[config.mk]
export PLATFORM = sky130hd
export DESIGN_NAME = spike_packet_encoder_flat
export DESIGN_NICKNAME = d
export VERILOG_FILES = /design/src/rtl/spike_packet_encoder_if.sv /design/src/rtl/spike_packet_encoder.sv /design/src/flat_wrapper.sv
export SDC_FILE = /design/constraint.sdc
export NUM_CORES = 1
export LEC_CHECK = 0
export ABC_AREA = 1
export CORE_ASPECT_RATIO = 1.75
export CORE_MARGIN = 2
export CORE_UTILIZATION = 53
export DETAILED_ROUTE_END_ITERATION = 8
export GPL_ROUTABILITY_DRIVEN = 1
export PLACE_DENSITY = 0.76
export SYNTH_ARGS = -nofsm -noshare
export SYNTH_HDL_FRONTEND = slang
export SYNTH_SLANG_ARGS = --single-unit
[constraint.sdc]
create_clock -name clk -period 2.7 [get_ports clk]
set_clock_uncertainty 0.15 [all_clocks]
set_input_delay 0.81 -clock clk [delete_from_list [all_inputs] [get_ports clk]]
set_output_delay 0.81 -clock clk [all_outputs]
set_load 0.1 [all_outputs]
[src/rtl/spike_packet_encoder_if.sv]
// rtl/spike_packet_encoder_if.sv - fire-event input and spike-packet output handshake bundle
interface spike_packet_encoder_if;
  logic        fire_valid;
  logic [6:0]  fire_id;
  logic        fire_rich;
  logic        fire_ready;
  logic        step_end;
  logic        pkt_valid;
  logic        pkt_ready;
  logic [15:0] pkt_addr;
  logic        busy;
  logic [7:0]  drop_cnt;

  // Event source / packet sink side
  modport master (
    output fire_valid, fire_id, fire_rich, step_end, pkt_ready,
    input  fire_ready, pkt_valid, pkt_addr, busy, drop_cnt
  );

  // Encoder side
  modport slave (
    input  fire_valid, fire_id, fire_rich, step_end, pkt_ready,
    output fire_ready, pkt_valid, pkt_addr, busy, drop_cnt
  );
endinterface

[src/rtl/spike_packet_encoder.sv]
// rtl/spike_packet_encoder.sv - buffers fire events and pairs non-rich spikes into 16-bit packets
module spike_packet_encoder #(
  parameter int FIFO_DEPTH   = 8,
  parameter int FLUSH_CYCLES = 16
) (
  input  logic                   clk,
  input  logic                   rst,
  spike_packet_encoder_if.slave  bus
);

  localparam int AW = $clog2(FIFO_DEPTH);
  localparam int TW = (FLUSH_CYCLES > 1) ? $clog2(FLUSH_CYCLES) : 1;
  localparam logic [AW:0]   DEPTH_C    = (AW+1)'(FIFO_DEPTH);
  localparam logic [TW-1:0] FLUSH_LAST = TW'(FLUSH_CYCLES - 1);
  localparam logic [6:0]    NULL_ID    = 7'h7F;

  typedef enum logic [1:0] {IDLE, HOLD, SEND} state_t;

  state_t          state_q, state_d;
  logic [7:0]      mem_q [FIFO_DEPTH];
  logic [AW-1:0]   wr_ptr_q, wr_ptr_d;
  logic [AW-1:0]   rd_ptr_q, rd_ptr_d;
  logic [AW:0]     count_q, count_d;
  logic [6:0]      hold_id_q, hold_id_d;
  logic [TW-1:0]   timer_q, timer_d;
  logic            pkt_valid_q, pkt_valid_d;
  logic [15:0]     pkt_addr_q, pkt_addr_d;
  logic [7:0]      drop_cnt_q, drop_cnt_d;

  logic            fire_ready;
  logic            handshake;
  logic            push;
  logic            drop_evt;
  logic            pop;
  logic            head_valid;
  logic [7:0]      head;
  logic            head_rich;
  logic [6:0]      head_id;

  // Ready is based on registered occupancy only, so a same-cycle pop never opens a slot early
  assign fire_ready = (count_q < DEPTH_C);
  assign handshake  = bus.fire_valid && fire_ready;
  assign push       = handshake && (bus.fire_id != NULL_ID);
  assign drop_evt   = handshake && (bus.fire_id == NULL_ID);

  assign head_valid = (count_q != '0);
  assign head       = mem_q[rd_ptr_q];
  assign head_rich  = head[7];
  assign head_id    = head[6:0];

  assign bus.fire_ready = fire_ready;
  assign bus.pkt_valid  = pkt_valid_q;
  assign bus.pkt_addr   = pkt_addr_q;
  assign bus.busy       = head_valid || (state_q != IDLE);
  assign bus.drop_cnt   = drop_cnt_q;

  // FIFO pointer and occupancy bookkeeping; pointers wrap naturally at the power-of-two depth
  always_comb begin
    wr_ptr_d = wr_ptr_q;
    rd_ptr_d = rd_ptr_q;
    count_d  = count_q;
    if (push) begin
      wr_ptr_d = wr_ptr_q + 1'b1;
    end
    if (pop) begin
      rd_ptr_d = rd_ptr_q + 1'b1;
    end
    case ({push, pop})
      2'b10:   count_d = count_q + 1'b1;
      2'b01:   count_d = count_q - 1'b1;
      default: count_d = count_q;
    endcase
  end

  // Saturating count of events discarded for carrying the NULL id
  always_comb begin
    drop_cnt_d = drop_cnt_q;
    if (drop_evt && (drop_cnt_q != 8'hFF)) begin
      drop_cnt_d = drop_cnt_q + 1'b1;
    end
  end

  // Pairing FSM next state: rich spikes go out alone, non-rich spikes wait for a partner or a flush
  always_comb begin
    state_d     = state_q;
    hold_id_d   = hold_id_q;
    timer_d     = timer_q;
    pkt_valid_d = pkt_valid_q;
    pkt_addr_d  = pkt_addr_q;
    pop         = 1'b0;
    case (state_q)
      IDLE: begin
        if (head_valid) begin
          pop = 1'b1;
          if (head_rich) begin
            pkt_addr_d  = {1'b0, 1'b1, head_id, NULL_ID};
            pkt_valid_d = 1'b1;
            state_d     = SEND;
          end else begin
            hold_id_d = head_id;
            timer_d   = '0;
            state_d   = HOLD;
          end
        end
      end
      HOLD: begin
        if (head_valid && !head_rich) begin
          // A waiting partner wins over a coincident step_end
          pop         = 1'b1;
          pkt_addr_d  = {1'b0, 1'b0, hold_id_q, head_id};
          pkt_valid_d = 1'b1;
          state_d     = SEND;
        end else if (head_valid) begin
          // Rich head stays queued; the held spike leaves unpaired
          pkt_addr_d  = {1'b0, 1'b0, hold_id_q, NULL_ID};
          pkt_valid_d = 1'b1;
          state_d     = SEND;
        end else begin
          timer_d = timer_q + 1'b1;
          if (bus.step_end || (timer_q == FLUSH_LAST)) begin
            pkt_addr_d  = {1'b0, 1'b0, hold_id_q, NULL_ID};
            pkt_valid_d = 1'b1;
            state_d     = SEND;
          end
        end
      end
      SEND: begin
        if (bus.pkt_ready) begin
          pkt_valid_d = 1'b0;
          state_d     = IDLE;
        end
      end
      default: begin
        state_d     = IDLE;
        pkt_valid_d = 1'b0;
      end
    endcase
  end

  // FIFO storage; contents are only meaningful below the occupancy count, so no reset is needed
  always_ff @(posedge clk) begin
    if (push) begin
      mem_q[wr_ptr_q] <= {bus.fire_rich, bus.fire_id};
    end
  end

  // All control state and registered outputs, cleared asynchronously so pending events are discarded
  always_ff @(posedge clk or negedge rst) begin
    if (!rst) begin
      state_q     <= IDLE;
      wr_ptr_q    <= '0;
      rd_ptr_q    <= '0;
      count_q     <= '0;
      hold_id_q   <= '0;
      timer_q     <= '0;
      pkt_valid_q <= 1'b0;
      pkt_addr_q  <= 16'h0000;
      drop_cnt_q  <= '0;
    end else begin
      state_q     <= state_d;
      wr_ptr_q    <= wr_ptr_d;
      rd_ptr_q    <= rd_ptr_d;
      count_q     <= count_d;
      hold_id_q   <= hold_id_d;
      timer_q     <= timer_d;
      pkt_valid_q <= pkt_valid_d;
      pkt_addr_q  <= pkt_addr_d;
      drop_cnt_q  <= drop_cnt_d;
    end
  end

endmodule

[src/flat_wrapper.sv]
// flat-port wrapper written by rule: the top's interface ports become plain ports
module spike_packet_encoder_flat 
#(
  parameter int FIFO_DEPTH   = 8,
  parameter int FLUSH_CYCLES = 16
)
  (clk, rst, bus_fire_valid, bus_fire_id, bus_fire_rich, bus_step_end, bus_pkt_ready, bus_fire_ready, bus_pkt_valid, bus_pkt_addr, bus_busy, bus_drop_cnt);
  spike_packet_encoder_if bus_i ();
  input  logic clk;
  input  logic rst;
  input wire logic [$bits(bus_i.fire_valid)-1:0] bus_fire_valid;
  input wire logic [$bits(bus_i.fire_id)-1:0] bus_fire_id;
  input wire logic [$bits(bus_i.fire_rich)-1:0] bus_fire_rich;
  input wire logic [$bits(bus_i.step_end)-1:0] bus_step_end;
  input wire logic [$bits(bus_i.pkt_ready)-1:0] bus_pkt_ready;
  output wire logic [$bits(bus_i.fire_ready)-1:0] bus_fire_ready;
  output wire logic [$bits(bus_i.pkt_valid)-1:0] bus_pkt_valid;
  output wire logic [$bits(bus_i.pkt_addr)-1:0] bus_pkt_addr;
  output wire logic [$bits(bus_i.busy)-1:0] bus_busy;
  output wire logic [$bits(bus_i.drop_cnt)-1:0] bus_drop_cnt;
  assign bus_i.fire_valid = bus_fire_valid;
  assign bus_i.fire_id = bus_fire_id;
  assign bus_i.fire_rich = bus_fire_rich;
  assign bus_i.step_end = bus_step_end;
  assign bus_i.pkt_ready = bus_pkt_ready;
  assign bus_fire_ready = bus_i.fire_ready;
  assign bus_pkt_valid = bus_i.pkt_valid;
  assign bus_pkt_addr = bus_i.pkt_addr;
  assign bus_busy = bus_i.busy;
  assign bus_drop_cnt = bus_i.drop_cnt;
  spike_packet_encoder #(.FIFO_DEPTH(FIFO_DEPTH), .FLUSH_CYCLES(FLUSH_CYCLES)) u_core (.clk(clk), .rst(rst), .bus(bus_i));
endmodule
==> key figures <==
Floorplan
  • Die Wd: 79.32 um
  • Die height: 135.8 um
  • Core area: 9789 um2
  • # rows: 48
  • # IOs: 40
  • Initial Utilization: 0.5374
  • Die Footprint: 10,770 um2

Setup path
  • Critical path type: in -> reg
  • Required @ worst endpoint: 2820 ps
  • Worst Path Max Fanout: 3
  • Crit end category: flop
  • Reg-to-reg slack, setup: 170 ps
  • R2r worst-path depth: 13
  • Arrival time worst endpoint: 2730 ps
  • Critical Path Source Type: primary input

Global route
  • Overflow after GRT: 0
  • Initial antenna violation count: 0
  • Largest net degree at the start of global routing: 48
  • All-Layer GR Usage: 0.2246
  • First-pass GRT wire length: 18.31 mm
  • Vias in the first global route: 3,867

Placed design
  • Port Buf Inserts: 38
  • Placed Area: 5888 um2
  • Hpwl dp: 7.993 mm
  • Dpl cells: 763
  • Gpl congestion: 0.8498

Timing
  • Final Slew Violations: 0
  • Final number of hold-violating endpoints: 0
  • Fmax: 382.1 MHz
  • Tightest Pin Transition: 623.8 ps
  • RSZ-0062 raised after global routing: false
  • Post-Route Setup TNS: 0 ps
  • Fin crit share: 0.9692
  • Slew margin rel.: 0.5841
  • Fin crit period: 2617 ps
  • Final setup fails: 0
  • Hold slack: 325.4 ps

Power and ir drop
  • Pwr Density: 1222 nW/um2
  • Seq pwr share: 0.318
  • Clk pwr share: 0.182
  • Int Power: 4.104 mW
  • Maximum vdd drop: 0.8801 mV
  • Net load switching power: 3.533 mW
  • Gate power share: 0.499
  • Switching power share of the total: 0.4626
  • Leak: 3.125 nW

Yosys
  • Yosys warns: 0
  • Avg Cell Area, Syn: 9.071 um2
  • Sequential fraction of the synthesis area: 0.5888
  • Post-synthesis cell count: 580
  • Mapped Area: 5261 um2
  • Syn Nets: 601
  • Post-synthesis register bit count: 111
  • Netlist cell types: 32

Routing
  • DR DRC count: 0
  • DR WL/cell: 14.45 um
  • Vias: 3,935
  • Detailed router's first-iteration violation count: 256
  • DRT Pass-1 Iters: 7
  • Post-DRT Antenna Nets: 0
  • Post-Route WL: 11.27 mm
  • Vias per cell: 5.045

Clock network
  • CTS buffer count: 9
  • Clock sink count: 111
  • CTS tree: built
  • CTS Hold Bufs: 0
  • Max Buffers Root-to-Sink: 2
  • Clock Latency Late Sink: 350 ps
  • Clk root buf: clkbuf_16
  • CTS clk-pin slew, worst paths: 70 ps
  • H-tree depth: 3

Finish
  • Layout cells sized above 1: 0.1634
  • Most frequent cells in the layout: 205 x nand2_1, 98 x inv_1, 64 x buf_4, 64 x edfxtp_1, 49 x nand3_1
  • Finished Layout Cells: 780
  • Final Cell Area: 6251 um2
  • Commonest non-fill, non-tap cell in the layout: nand2_1
  • Nets: 671
  • Diode count: 0
  • FILL cells: 766
  • Area growth, synth to finish: 18.81%

Status
  • Status: finished clean

Run
  • Max-cap violation count: 0

Hold path
  • Hold Path Depth: 2
  • Hold WC Path Type: reg -> reg
[area by class of cell]
class                      count  area (um2)  area share
multi-input combinational    348        1682      0.2690
clock inverter                 7       86.33     0.01381
sequential                   111        3098      0.4956
tap                          125       156.4     0.02502
clock buffer                   9       225.2     0.03603
inverter                     103       389.1     0.06225
timing repair buffer          77       614.3     0.09828
[critical path, stage by stage]
cell and delay, ps:
clkdlybuf4s50_1 500, and3_4 220, nand3_2 80, nand2_2 120, ha_4 160, buf_4 120
inv_1 50, fa_1 370, xor2_1 150, o21ai_0 160
[worst paths after layout]
check / startpoint / end
min in group asynchronous: rst / u_core.bus.pkt_addr[3]$_DFFE_PN0P_
min reg2reg: u_core.hold_id_q[0]$_DFFE_PN0P_ / u_core.hold_id_q[0]$_DFFE_PN0P_
max reg2reg: u_core.rd_ptr_q[0]$_DFFE_PN0P_ / u_core.count_q[2]$_DFFE_PN0P_
max: bus_fire_id[6] / u_core.count_q[2]$_DFFE_PN0P_
max in group asynchronous: rst / u_core.wr_ptr_q[0]$_DFFE_PN0P_
min: u_core.hold_id_q[0]$_DFFE_PN0P_ / u_core.hold_id_q[0]$_DFFE_PN0P_
[synth_stat cells (all sizes together)]
cell	n	area share
clkbuf	1	0.00071
nor2	20	0.017
edfxtp	64	0.37
inv	103	0.074
fa	1	0.0038
or3	1	0.0012
conb	1	0.00071
xnor2	1	0.0017
nand2	212	0.16
nand3b	1	0.0014
ha	7	0.017
and3	1	0.0012
o21ai	13	0.012
nor3	11	0.010
a21oi	12	0.014
nor4	1	0.0012
buf	17	0.026
o21bai	1	0.0014
xor2	11	0.018
nand3	53	0.053
nand4	1	0.0012
dfrtp	47	0.22
[registers in the layout, indices dropped and copies added, names as in the netlist]
| signal | flops |
|---|---|
| u_core.count_q | 4 |
| u_core.timer_q | 4 |
| u_core.mem_q | 64 |
| u_core.hold_id_q | 7 |
| u_core.wr_ptr_q | 3 |
| u_core.bus.pkt_addr | 15 |
| u_core.bus.drop_cnt | 8 |
| u_core.bus.pkt_valid | 1 |
| u_core.state_q | 2 |
| u_core.rd_ptr_q | 3 |
[power by group through the flow]
stage | clock (mW) | sequential, mW | combinational (mW)
after floorplan | 0 | 3.28 | 1.95
after global placement | 0 | 2.44 | 3.58
after detailed placement | 0 | 2.46 | 3.71
after CTS | 1.42 | 2.43 | 3.76
after global routing | 1.47 | 2.47 | 4.17
final | 1.39 | 2.43 | 3.81
[per-layer routing]
layer,track usage,wire (um)
met1,0.2379,4126
met2,0.4143,6247
met3,0.04267,434
met4,0.1149,461
met5,0,0
[cells by family after synthesis]
family | synth area share
xor gates and xnor gates | 0.01998
adders and majority gates | 0.02045
AOI/OAI and AO/OA | 0.02735
other | 0.0007128
and+or+nand+nor | 0.2421
DFF | 0.5888
buffers and inverters | 0.1006
[per-stage QoR]
step / power, mW / utilization / worst slack, ps
floorplan: 5.223 / - / 13.02
global placement: 6.018 / 0.6015 / -396.8
detailed placement: 6.163 / 0.6015 / -508.4
CTS: 7.603 / 0.6350 / 27.58
global route: 8.111 / 0.6385 / 6.406
finish: 7.636 / 0.6385 / 83.15
[what timing repair did]
item                                    in CTS  in global routing
endpoints found under the setup margin       2                  1
pin swaps                                    0                  2
setup buffers                                0                  1
resized for setup                            5                  5
hold endpoints to repair                     0                  0
Note: power is estimated with default switching activity, not from simulation.
